--- config.mk ---
export PLATFORM = sky130hd
export DESIGN_NAME = fx3_stream_in_writer_flat
export DESIGN_NICKNAME = d
export VERILOG_FILES = /design/src/rtl/fx3_stream_in_writer_pkg.sv /design/src/rtl/fx3_stream_in_writer_if.sv /design/src/rtl/fx3_stream_in_writer_pin_reg.sv /design/src/rtl/fx3_stream_in_writer.sv /design/src/flat_wrapper.sv
export SDC_FILE = /design/constraint.sdc
export NUM_CORES = 1
export LEC_CHECK = 0
export CAP_MARGIN = 40
export CORE_UTILIZATION = 35
export DETAILED_ROUTE_END_ITERATION = 16
export GPL_ROUTABILITY_DRIVEN = 0
export PLACE_DENSITY = 0.69
export SLEW_MARGIN = 5
export SYNTH_ARGS = -nofsm -noshare
export SYNTH_HDL_FRONTEND = slang
export SYNTH_HIERARCHICAL = 1
export SYNTH_SLANG_ARGS = --single-unit
--- constraint.sdc ---
create_clock -name clk -period 5.7 [get_ports clk]
set_input_delay 0.57 -clock clk [delete_from_list [all_inputs] [get_ports clk]]
set_output_delay 0.57 -clock clk [all_outputs]
set_load 0.005 [all_outputs]
--- src/rtl/fx3_stream_in_writer_pkg.sv ---
// Shared definitions for the FX3 stream-in writer: FSM encoding, strobe levels and
// master-mode codes used by the mode decoder.
package fx3_stream_in_writer_pkg;

  typedef enum logic [2:0] {
    ST_IDLE       = 3'd0,
    ST_SETTLE     = 3'd1,
    ST_WAIT_FLAGB = 3'd2,
    ST_WRITE      = 3'd3,
    ST_DRAIN      = 3'd4,
    ST_ZLP        = 3'd5
  } state_e;

  // FX3 GPIF strobes are active-low
  localparam logic STROBE_ON  = 1'b0;
  localparam logic STROBE_OFF = 1'b1;

  typedef enum logic [1:0] {
    MM_OFF        = 2'd0,
    MM_STREAM_IN  = 2'd1,
    MM_STREAM_OUT = 2'd2,
    MM_LOOPBACK   = 2'd3
  } master_mode_e;

  // settle and drain timers; ADDR_LAT 1..16, WM_DELAY 0..15
  localparam int TMR_W = 4;

endpackage

--- src/rtl/fx3_stream_in_writer_if.sv ---
// Valid/ready source stream feeding the FX3 writer; master is the source FIFO,
// slave is the writer.
interface fx3_stream_in_writer_if #(
  parameter int DATA_W = 32
);
  logic [DATA_W-1:0] s_data;
  logic              s_valid;
  logic              s_last;
  logic              s_ready;

  modport master (output s_data, output s_valid, output s_last, input s_ready);
  modport slave  (input s_data, input s_valid, input s_last, output s_ready);
endinterface

--- src/rtl/fx3_stream_in_writer_pin_reg.sv ---
// Output register stage for the FX3 GPIF pins so DQ, strobes and A leave the FPGA
// straight from flops.
module fx3_stream_in_writer_pin_reg
  import fx3_stream_in_writer_pkg::*;
#(
  parameter int DATA_W = 32,
  parameter int ADDR_W = 2
) (
  input  logic              clk,
  input  logic              rst_n,
  input  logic [DATA_W-1:0] dq_d,
  input  logic              slwr_d,
  input  logic              pktend_d,
  input  logic              slcs_d,
  input  logic [ADDR_W-1:0] a_d,
  output logic [DATA_W-1:0] DQ,
  output logic              SLWR,
  output logic              PKTEND,
  output logic              SLCS,
  output logic [ADDR_W-1:0] A
);

  always_ff @(posedge clk or negedge rst_n) begin
    if (!rst_n) begin
      DQ     <= '0;
      SLWR   <= STROBE_OFF;
      PKTEND <= STROBE_OFF;
      SLCS   <= STROBE_OFF;
      A      <= '0;
    end else begin
      DQ     <= dq_d;
      SLWR   <= slwr_d;
      PKTEND <= pktend_d;
      SLCS   <= slcs_d;
      A      <= a_d;
    end
  end

endmodule

--- src/rtl/fx3_stream_in_writer.sv ---
// FX3 slave-FIFO write master (FPGA->host): pulls words from a valid/ready source and
// drives the GPIF write pins, with watermark drain, short-packet commit and ZLPs.
//
//   state      | meaning
//   IDLE       | stream-in disabled; A loaded from sock_sel on enable
//   SETTLE     | waiting ADDR_LAT cycles for flags of the new socket to become valid
//   WAIT_FLAGB | socket selected, waiting for space above watermark or a pending ZLP
//   WRITE      | accepting words while FLAGB reports space
//   DRAIN      | FLAGB fell; accepting the last WM_DELAY words the FX3 still holds
//   ZLP        | one-cycle PKTEND strobe with no data
module fx3_stream_in_writer
  import fx3_stream_in_writer_pkg::*;
#(
  parameter int DATA_W    = 32,
  parameter int ADDR_W    = 2,
  parameter int WM_DELAY  = 0,
  parameter int ADDR_LAT  = 2,
  parameter int PKT_WORDS = 256
) (
  input  logic                         clk,
  input  logic                         rst_n,
  input  logic                         en,
  input  logic [ADDR_W-1:0]            sock_sel,
  fx3_stream_in_writer_if.slave        src,
  input  logic                         zlp_req,
  output logic                         zlp_done,
  input  logic                         FLAGA,
  input  logic                         FLAGB,
  output logic [DATA_W-1:0]            DQ,
  output logic                         SLWR,
  output logic                         SLCS,
  output logic                         SLOE,
  output logic                         SLRD,
  output logic                         PKTEND,
  output logic [ADDR_W-1:0]            A,
  output logic [$clog2(PKT_WORDS)-1:0] pkt_cnt,
  output logic [2:0]                   state_dbg
);

  localparam int CW = $clog2(PKT_WORDS);
  localparam logic [CW-1:0]    PKT_LAST    = CW'(PKT_WORDS - 1);
  localparam logic [TMR_W-1:0] SETTLE_LOAD = TMR_W'((ADDR_LAT > 0) ? ADDR_LAT - 1 : 0);
  localparam logic [TMR_W-1:0] DRAIN_LOAD  = TMR_W'(WM_DELAY);

  state_e            state;
  logic [TMR_W-1:0]  settle_cnt;
  logic [TMR_W-1:0]  drain_cnt;
  logic              zlp_pend;
  logic              ready_st;
  logic              accept;
  logic              zlp_go;
  logic [DATA_W-1:0] dq_d;
  logic              slwr_d;
  logic              pktend_d;
  logic              slcs_d;
  logic [ADDR_W-1:0] a_d;

  always_comb begin
    ready_st = 1'b0;
    case (state)
      ST_WRITE: ready_st = FLAGB;
      ST_DRAIN: ready_st = (drain_cnt != '0);
      default:  ready_st = 1'b0;
    endcase
  end

  // FLAGA low is a hard full: nothing is accepted regardless of state
  assign src.s_ready = en & FLAGA & ready_st;
  assign accept      = src.s_valid & src.s_ready;
  assign zlp_go      = (state == ST_WAIT_FLAGB) & en & FLAGA & zlp_pend & (pkt_cnt == '0);

  always_comb begin
    dq_d     = DQ;
    slwr_d   = STROBE_OFF;
    pktend_d = STROBE_OFF;
    slcs_d   = en ? STROBE_ON : STROBE_OFF;
    a_d      = A;
    if (accept) begin
      dq_d     = src.s_data;
      slwr_d   = STROBE_ON;
      pktend_d = src.s_last ? STROBE_ON : STROBE_OFF;
    end
    if (zlp_go) pktend_d = STROBE_ON;
    if (state == ST_IDLE && en) a_d = sock_sel;
  end

  // Leaving stream-in mode always returns to IDLE; otherwise FLAGA low freezes the
  // flag-driven states (IDLE/SETTLE ignore flags since the address is not yet settled).
  always_ff @(posedge clk or negedge rst_n) begin
    if (!rst_n) begin
      state      <= ST_IDLE;
      settle_cnt <= '0;
      drain_cnt  <= '0;
      zlp_pend   <= 1'b0;
      zlp_done   <= 1'b0;
      pkt_cnt    <= '0;
    end else begin
      zlp_done <= zlp_go;

      if (zlp_req)     zlp_pend <= 1'b1;
      else if (zlp_go) zlp_pend <= 1'b0;

      if (accept) begin
        if (src.s_last || pkt_cnt == PKT_LAST) pkt_cnt <= '0;
        else                                   pkt_cnt <= pkt_cnt + CW'(1);
      end

      case (state)
        ST_IDLE: begin
          if (en) begin
            state      <= ST_SETTLE;
            settle_cnt <= SETTLE_LOAD;
          end
        end
        ST_SETTLE: begin
          if (!en)                   state      <= ST_IDLE;
          else if (settle_cnt == '0) state      <= ST_WAIT_FLAGB;
          else                       settle_cnt <= settle_cnt - TMR_W'(1);
        end
        ST_WAIT_FLAGB: begin
          if (!en)        state <= ST_IDLE;
          else if (zlp_go) state <= ST_ZLP;
          else if (FLAGA && FLAGB) state <= ST_WRITE;
        end
        ST_WRITE: begin
          if (!en || sock_sel != A) begin
            state <= ST_IDLE;
          end else if (FLAGA && !FLAGB) begin
            if (WM_DELAY > 0) begin
              state     <= ST_DRAIN;
              drain_cnt <= DRAIN_LOAD;
            end else begin
              state <= ST_WAIT_FLAGB;
            end
          end
        end
        ST_DRAIN: begin
          if (!en)                              state     <= ST_IDLE;
          else if (accept)                      drain_cnt <= drain_cnt - TMR_W'(1);
          else if (FLAGA && drain_cnt == '0)    state     <= ST_WAIT_FLAGB;
        end
        ST_ZLP: begin
          state <= en ? ST_WAIT_FLAGB : ST_IDLE;
        end
        default: state <= ST_IDLE;
      endcase
    end
  end

  assign state_dbg = state;
  assign SLOE      = STROBE_OFF;
  assign SLRD      = STROBE_OFF;

  fx3_stream_in_writer_pin_reg #(
    .DATA_W (DATA_W),
    .ADDR_W (ADDR_W)
  ) u_pin_reg (
    .clk      (clk),
    .rst_n    (rst_n),
    .dq_d     (dq_d),
    .slwr_d   (slwr_d),
    .pktend_d (pktend_d),
    .slcs_d   (slcs_d),
    .a_d      (a_d),
    .DQ       (DQ),
    .SLWR     (SLWR),
    .PKTEND   (PKTEND),
    .SLCS     (SLCS),
    .A        (A)
  );

endmodule

--- src/flat_wrapper.sv ---
// flat-port wrapper written by rule: the top's interface ports become plain ports
module fx3_stream_in_writer_flat import fx3_stream_in_writer_pkg::*;
#(
  parameter int DATA_W    = 32,
  parameter int ADDR_W    = 2,
  parameter int WM_DELAY  = 0,
  parameter int ADDR_LAT  = 2,
  parameter int PKT_WORDS = 256
)
  (clk, rst_n, en, sock_sel, zlp_req, zlp_done, FLAGA, FLAGB, DQ, SLWR, SLCS, SLOE, SLRD, PKTEND, A, pkt_cnt, state_dbg, src_s_data, src_s_valid, src_s_last, src_s_ready);
  fx3_stream_in_writer_if #(.DATA_W(DATA_W)) src_i ();
  input  logic clk;
  input  logic rst_n;
  input  logic en;
  input  logic [ADDR_W-1:0] sock_sel;
  input  logic zlp_req;
  output logic zlp_done;
  input  logic FLAGA;
  input  logic FLAGB;
  output logic [DATA_W-1:0] DQ;
  output logic SLWR;
  output logic SLCS;
  output logic SLOE;
  output logic SLRD;
  output logic PKTEND;
  output logic [ADDR_W-1:0] A;
  output logic [$clog2(PKT_WORDS)-1:0] pkt_cnt;
  output logic [2:0] state_dbg;
  input wire logic [$bits(src_i.s_data)-1:0] src_s_data;
  input wire logic [$bits(src_i.s_valid)-1:0] src_s_valid;
  input wire logic [$bits(src_i.s_last)-1:0] src_s_last;
  output wire logic [$bits(src_i.s_ready)-1:0] src_s_ready;
  assign src_i.s_data = src_s_data;
  assign src_i.s_valid = src_s_valid;
  assign src_i.s_last = src_s_last;
  assign src_s_ready = src_i.s_ready;
  fx3_stream_in_writer #(.DATA_W(DATA_W), .ADDR_W(ADDR_W), .WM_DELAY(WM_DELAY), .ADDR_LAT(ADDR_LAT), .PKT_WORDS(PKT_WORDS)) u_core (.clk(clk), .rst_n(rst_n), .en(en), .sock_sel(sock_sel), .src(src_i), .zlp_req(zlp_req), .zlp_done(zlp_done), .FLAGA(FLAGA), .FLAGB(FLAGB), .DQ(DQ), .SLWR(SLWR), .SLCS(SLCS), .SLOE(SLOE), .SLRD(SLRD), .PKTEND(PKTEND), .A(A), .pkt_cnt(pkt_cnt), .state_dbg(state_dbg));
endmodule
# ---- After elaboration in Yosys (flattened, before gate mapping)
# Cells that the tools add are included.
dict set report classes {
  n_eq_ne 15
  n_reduce_logical 18
  n_addsub 3
  n_bitwise 7
  muxes 26
}
# op n
set op_table {}
lappend op_table {{2-to-1 mux 3 bit} 11}
lappend op_table {{one-hot mux 3 bit (6 select lines)} 1}
lappend op_table {{2-to-1 mux 4 bit} 3}
lappend op_table {{adder 8 x 1 -> 8 bit, second input constant} 1}
lappend op_table {{equality test 8 bit, second input constant} 1}
lappend op_table {{logical NOT 4 bit} 2}
lappend op_table {{logical NOT 8 bit} 1}
lappend op_table {{2-to-1 mux 8 bit} 1}
lappend op_table {{one-hot mux 4 bit (2 select lines)} 1}
lappend op_table {{subtractor 4 x 1 -> 4 bit, second input constant} 2}
lappend op_table {{AND 1 bit} 7}
lappend op_table {{2-to-1 mux 1 bit} 7}
lappend op_table {{equality test 3 x 2 -> 1 bit, second input constant} 2}
lappend op_table {{equality test 3 bit, second input constant} 2}
lappend op_table {{!= test 2 bit, second input constant} 3}
lappend op_table {{!= test 3 x 2 -> 1 bit, second input constant} 2}
lappend op_table {{AND reduction 6 bit} 1}
lappend op_table {{logical AND 1 bit} 4}
lappend op_table {{!= test 4 x 3 -> 1 bit, second input constant} 1}
lappend op_table {{AND reduction 4 bit} 1}
lappend op_table {{nonzero test 2 bit} 2}
lappend op_table {{nonzero test 4 bit} 1}
lappend op_table {{equality test 3 x 1 -> 1 bit, second input constant} 1}
lappend op_table {{logical NOT 3 bit} 1}
lappend op_table {{8 further kinds} 10}
dict set report totals {
  register_bits 58
}

# ---- Longest topological paths before layout
dict set report logic_depth {
  ltp_word 8
  depth_mapped 9
}

# ---- Modules after synthesis
# Netlist, hierarchy kept.
# module cells_per_inst seq_area_each_um2 area_each_um2 n_inst
set by_module_without_submodules {}
lappend by_module_without_submodules {fx3_stream_in_writer 178 525.5 1803.0 1}
lappend by_module_without_submodules {fx3_stream_in_writer_pin_reg 37 929.6 929.6 1}

# ---- Worst setup path after synthesis
# No wires, ideal clock.
dict set report synth_path {
  kind {register -> register}
  start {register u_core.drain_cnt[0]}
  end {register u_core.u_pin_reg.DQ[17]}
  setup_time_ps 125
  path_stages_with_launch 10
  arrival_time_ps 1874
  n_path_buf 2
  setup_slack_ps 3700
  period_less_slack_ps 2000
  cell_sequence {dfrtp_1 inv_1 ha_1 nor3b_1 o21a_4 nor2_4 inv_2 buf_6 buf_6 mux2_4}
}
dict set report synth_between {
  elab_chain_cells 4
}
# element line_no
set synth_rtl {}
lappend synth_rtl {{start, declared} fx3_stream_in_writer.sv:47} ;# logic [TMR_W-1:0] drain_cnt;
lappend synth_rtl {{start signal, assigned} fx3_stream_in_writer.sv:139} ;# else if (accept) drain_cnt <= drain_cnt - TMR_W'(1);
lappend synth_rtl {{nonzero test 4 bit} fx3_stream_in_writer.sv:62} ;# ST_DRAIN: ready_st = (drain_cnt != '0);
lappend synth_rtl {{one-hot mux 1 bit (2 select lines)} fx3_stream_in_writer.sv:60} ;# case (state)
lappend synth_rtl {{AND 1 bit} fx3_stream_in_writer.sv:68} ;# assign src.s_ready = en & FLAGA & ready_st;
lappend synth_rtl {{AND 1 bit} fx3_stream_in_writer.sv:69} ;# assign accept = src.s_valid & src.s_ready;
lappend synth_rtl {{end signal, assigned} fx3_stream_in_writer_pin_reg.sv:31} ;# DQ <= dq_d;
lappend synth_rtl {{end, declared} fx3_stream_in_writer_pin_reg.sv:16} ;# output logic [DATA_W-1:0] DQ,
# No other way between the ends.
# A chain may end at the register's enable or synchronous reset.

# ---- Worst setup path after layout
dict set report layout_path {
  start {register u_core.drain_cnt[0]}
  end {output src_s_ready}
}
dict set report layout_between {
  elab_chain_cells 3
}
# element line_no
set layout_rtl {}
lappend layout_rtl {{nonzero test 4 bit} fx3_stream_in_writer.sv:62}
lappend layout_rtl {{one-hot mux 1 bit (2 select lines)} fx3_stream_in_writer.sv:60}
lappend layout_rtl {{AND 1 bit} fx3_stream_in_writer.sv:68}
lappend layout_rtl {{end, declared} flat_wrapper.sv:32} ;# output wire logic [$bits(src_i.s_ready)-1:0] src_s_ready;
# No other way between the ends.

==> impl_metrics.ini <==
[status]
status = completed

[finish]
drive_gt1_frac = 0.2134
fin_nets = 355
syn_to_final_growth_pct = 43.91
diodes = 0
nFillCells = 651
multiInputGateArea_um2 = 1156
seqCellArea_um2 = 1455
fin_area_um2 = 3933

[global_routing]
grt_max_degree = 59
grt_usage = 0.1479
grt_pass1_wl_um = 9646
antenna_found_initial = 0
gr-total-overflow = 0
grt_pass1_vias = 1966

[sta]
timing.final.crit_share = 0.4775
slew_headroom = 0.5131
fmax_mhz = 367.4
hold_viol_final = 0
final-setup-viol-count = 0
tightest_slew_ns = 0.7303
tns_ns = 0
min_period_ns = 2.722
slew_viol_final = 0
rsz0062_at_grt = no
fin_hold_ws_ns = 0.3760
fin_skew_ns = 0.008133

[synthesis]
synth_mux_area_frac = 0.1676
synth.avg_cell_area_um2 = 12.71
yosysWarnings = 6
synth_area_um2 = 2733
synth-seq-cells = 58
synth_top_family_by_area = multiplexers
synth_simple_gate_area_frac = 0.1140
ys_dominant_reg_cell = dfrtp_1
synth_edf_count = 0
synth_cells = 215
synth-compound-area-share = 0.1012
async_reset_ff_frac = 1.000
ys_types = 49
synthAdderAreaFrac = 0.01832
synth_xor_area_frac = 0.01923
ys_seq_area_frac = 0.5325

[floorplan]
initial_core_util = 0.3689
die_x_um = 90.36
die_area_um2 = 8165
io_pins = 94
core_um2 = 7408
die-height_um = 90.36
rows = 31

[setup_path]
critPathMaxStageDelay_ns = 0.45
cp-end-kind = output pin
worst_ep_arrival_time_ns = 2.15
crit_chain = inv_1 -> ha_1 -> nor3b_1 -> o21a_4 -> nor2_1 -> clkdlybuf4s50_1
timing.rr.end = u_core/u_pin_reg/DQ[1]$_DFF_PN0_
cp-start-kind = flop
ff2ff_path_depth = 8
reg2reg_setup_slack_ns = 3.44
reg2reg_from = u_core/drain_cnt[0]$_DFFE_PN0P_
slowest_stage = nor3b_1
crit_type = flop to output pin
cp_max_fo = 8
critPathRequiredTime_ns = 5.13

[clocking]
postCtsHoldBufs = 0
cts_buffers = 9
post_cts_buffers = 0
cts_tree = done
cts-htree-levels = 3
cts.clk_slew.worst_paths_ns = 0.07
clkSinkCount = 58
root_buffer = clkbuf_8
cts.path.max_buffers = 2
clk_latency_ns = 0.32
ctsResizeCount = 0

[place]
dpl_cell_area_um2 = 3714
dpl.hpwl_um = 3948
port_buffers = 91

[routing]
drt-initial-drc-count = 64
wl_per_cell_um = 13.67
firstDrtPassIters = 4
postRouteAntennaNets = 0
vias = 2015
drt_wl_total_um = 5647
drcViolationCount = 0
viasPerCell = 4.879

[pwr]
p_leak_nw = 1.747
totalPowerFinal_mw = 1.493
power_density_nw_per_um2 = 379.6
peakVddDrop_mv = 0.1932

[run]
cap_violations = 0

[min_path]
hold_path_class = input port to async pin
## Yosys cell counts, drive strengths merged (2+ instances only)
cell     count  share of area
a211oi       2         0.0055
a21oi        4         0.0073
a22o         4          0.013
a31oi        2         0.0046
and3         2         0.0046
and4         3         0.0096
buf          7          0.024
clkbuf       4         0.0055
dfrtp       55           0.50
dfstp        3          0.029
ha           4          0.018
inv         12          0.016
mux2        36           0.17
nand2        5         0.0069
nand3        5         0.0092
nand4        2         0.0046
nor2        10          0.016
nor2b        2         0.0046
nor3         3         0.0055
nor3b        4          0.011
o2111ai      2         0.0064
o21a         3          0.011
o21ai        8          0.015
o22ai        3         0.0069
o31ai        4          0.011
o41ai        2          0.012
or3          3         0.0069
or3b         3          0.011
xnor2        2         0.0064
xor2         4          0.013
## critical path, delay by kind of cell, from the launching register on
kind,cells,cell delay [ns]
fa+ha+maj,1,0.15
flops,1,0.41
simple gates,2,0.51
buf+inv,2,0.50
compound gates,1,0.28
## metal layers
layer	routed length, um	share of wire	vias up	global-route usage
li1	-	-	966	-
met1	2583	0.46	992	0.2019
met2	2727	0.48	53	0.2265
met3	302	0.053	4	0.03872
met4	34	0.0060	0	0.05242
met5	0	0	-	0
## power breakdown
group          internal (mW)  switching, mW
Combinational          0.328          0.144
Clock                  0.257          0.156
Sequential             0.525         0.0838
Total                   1.11          0.383
## logic make-up (layout without fill, tap and decap cells)
logic type               after synthesis  in the layout
flip-flops                            58             58
AND/OR/NAND/NOR                       50             50
AO/OA/AOI/OAI                         37             37
multiplexers                          36             36
buffers and inverters                 23            121
XOR/XNOR                               6              6
adder cells (fa/ha/maj)                4              4
other                                  1              2
## layout make-up
| type | count | share of cell area |
|---|---|---|
| Clock buffer | 11 | 0.03595 |
| Clock inverter | 5 | 0.01973 |
| Inverter | 12 | 0.01145 |
| Multi-Input combinational cell | 135 | 0.2940 |
| Sequential cell | 58 | 0.3700 |
| Tap cell | 99 | 0.03150 |
| Timing Repair Buffer | 93 | 0.2374 |
## cell usage in the layout (no fill, tap or decap), types with 2 or more instances in the layout
master	count
nor2_1	9
clkinv_2	2
xor2_1	4
o21a_1	2
inv_1	11
clkbuf_8	10
o41ai_2	2
clkdlybuf4s50_1	90
or3_1	3
o31ai_1	4
o21ai_0	8
dfrtp_1	55
nor3b_1	4
nand4_1	2
a211oi_1	2
nor3_1	3
o2111ai_1	2
nand3_1	5
and3_1	2
dfstp_2	3
nor2b_1	2
or3b_2	2
nand2_1	5
and4_1	3
ha_1	4
mux2_2	22
xnor2_1	2
a21oi_1	4
bufinv_16	2
a31oi_1	2
o22ai_1	3
conb_1	2
a22o_1	4
mux2_4	14
## registers in the layout (all words and copies together), names as in the netlist
register / cells
u_core/u_pin_reg/A: 2
u_core/zlp_pend: 1
u_core/u_pin_reg/DQ: 32
u_core/settle_cnt: 4
u_core/state_dbg: 3
u_core/drain_cnt: 4
u_core/u_pin_reg/SLWR: 1
u_core/u_pin_reg/PKTEND: 1
u_core/u_pin_reg/SLCS: 1
u_core/zlp_done: 1
u_core/pkt_cnt: 8
## worst max path at each step
stage                                    startpoint                           endpoint  cells past startpoint
finish              u_core/drain_cnt[0]$_DFFE_PN0P_                        src_s_ready                      6
global route        u_core/drain_cnt[0]$_DFFE_PN0P_                        src_s_ready                      6
CTS                 u_core/drain_cnt[0]$_DFFE_PN0P_                        src_s_ready                      6
detailed placement                            FLAGB                        src_s_ready                      5
global placement                                 en   u_core/u_pin_reg/DQ[6]$_DFF_PN0_                      5
floorplan           u_core/drain_cnt[0]$_DFFE_PN0P_  u_core/u_pin_reg/DQ[17]$_DFF_PN0_                      9
## through the flow
stage	worst slack, ns	instances	utilization
2_1_floorplan	3.700	216	-
3_3_place_gp	3.011	396	0.4986
3_5_place_dp	3.085	397	0.5013
4_1_cts	2.953	413	0.5308
5_1_grt	2.805	413	0.5308
6_report	2.978	413	0.5308
Note: power is estimated with default switching activity, not from simulation.
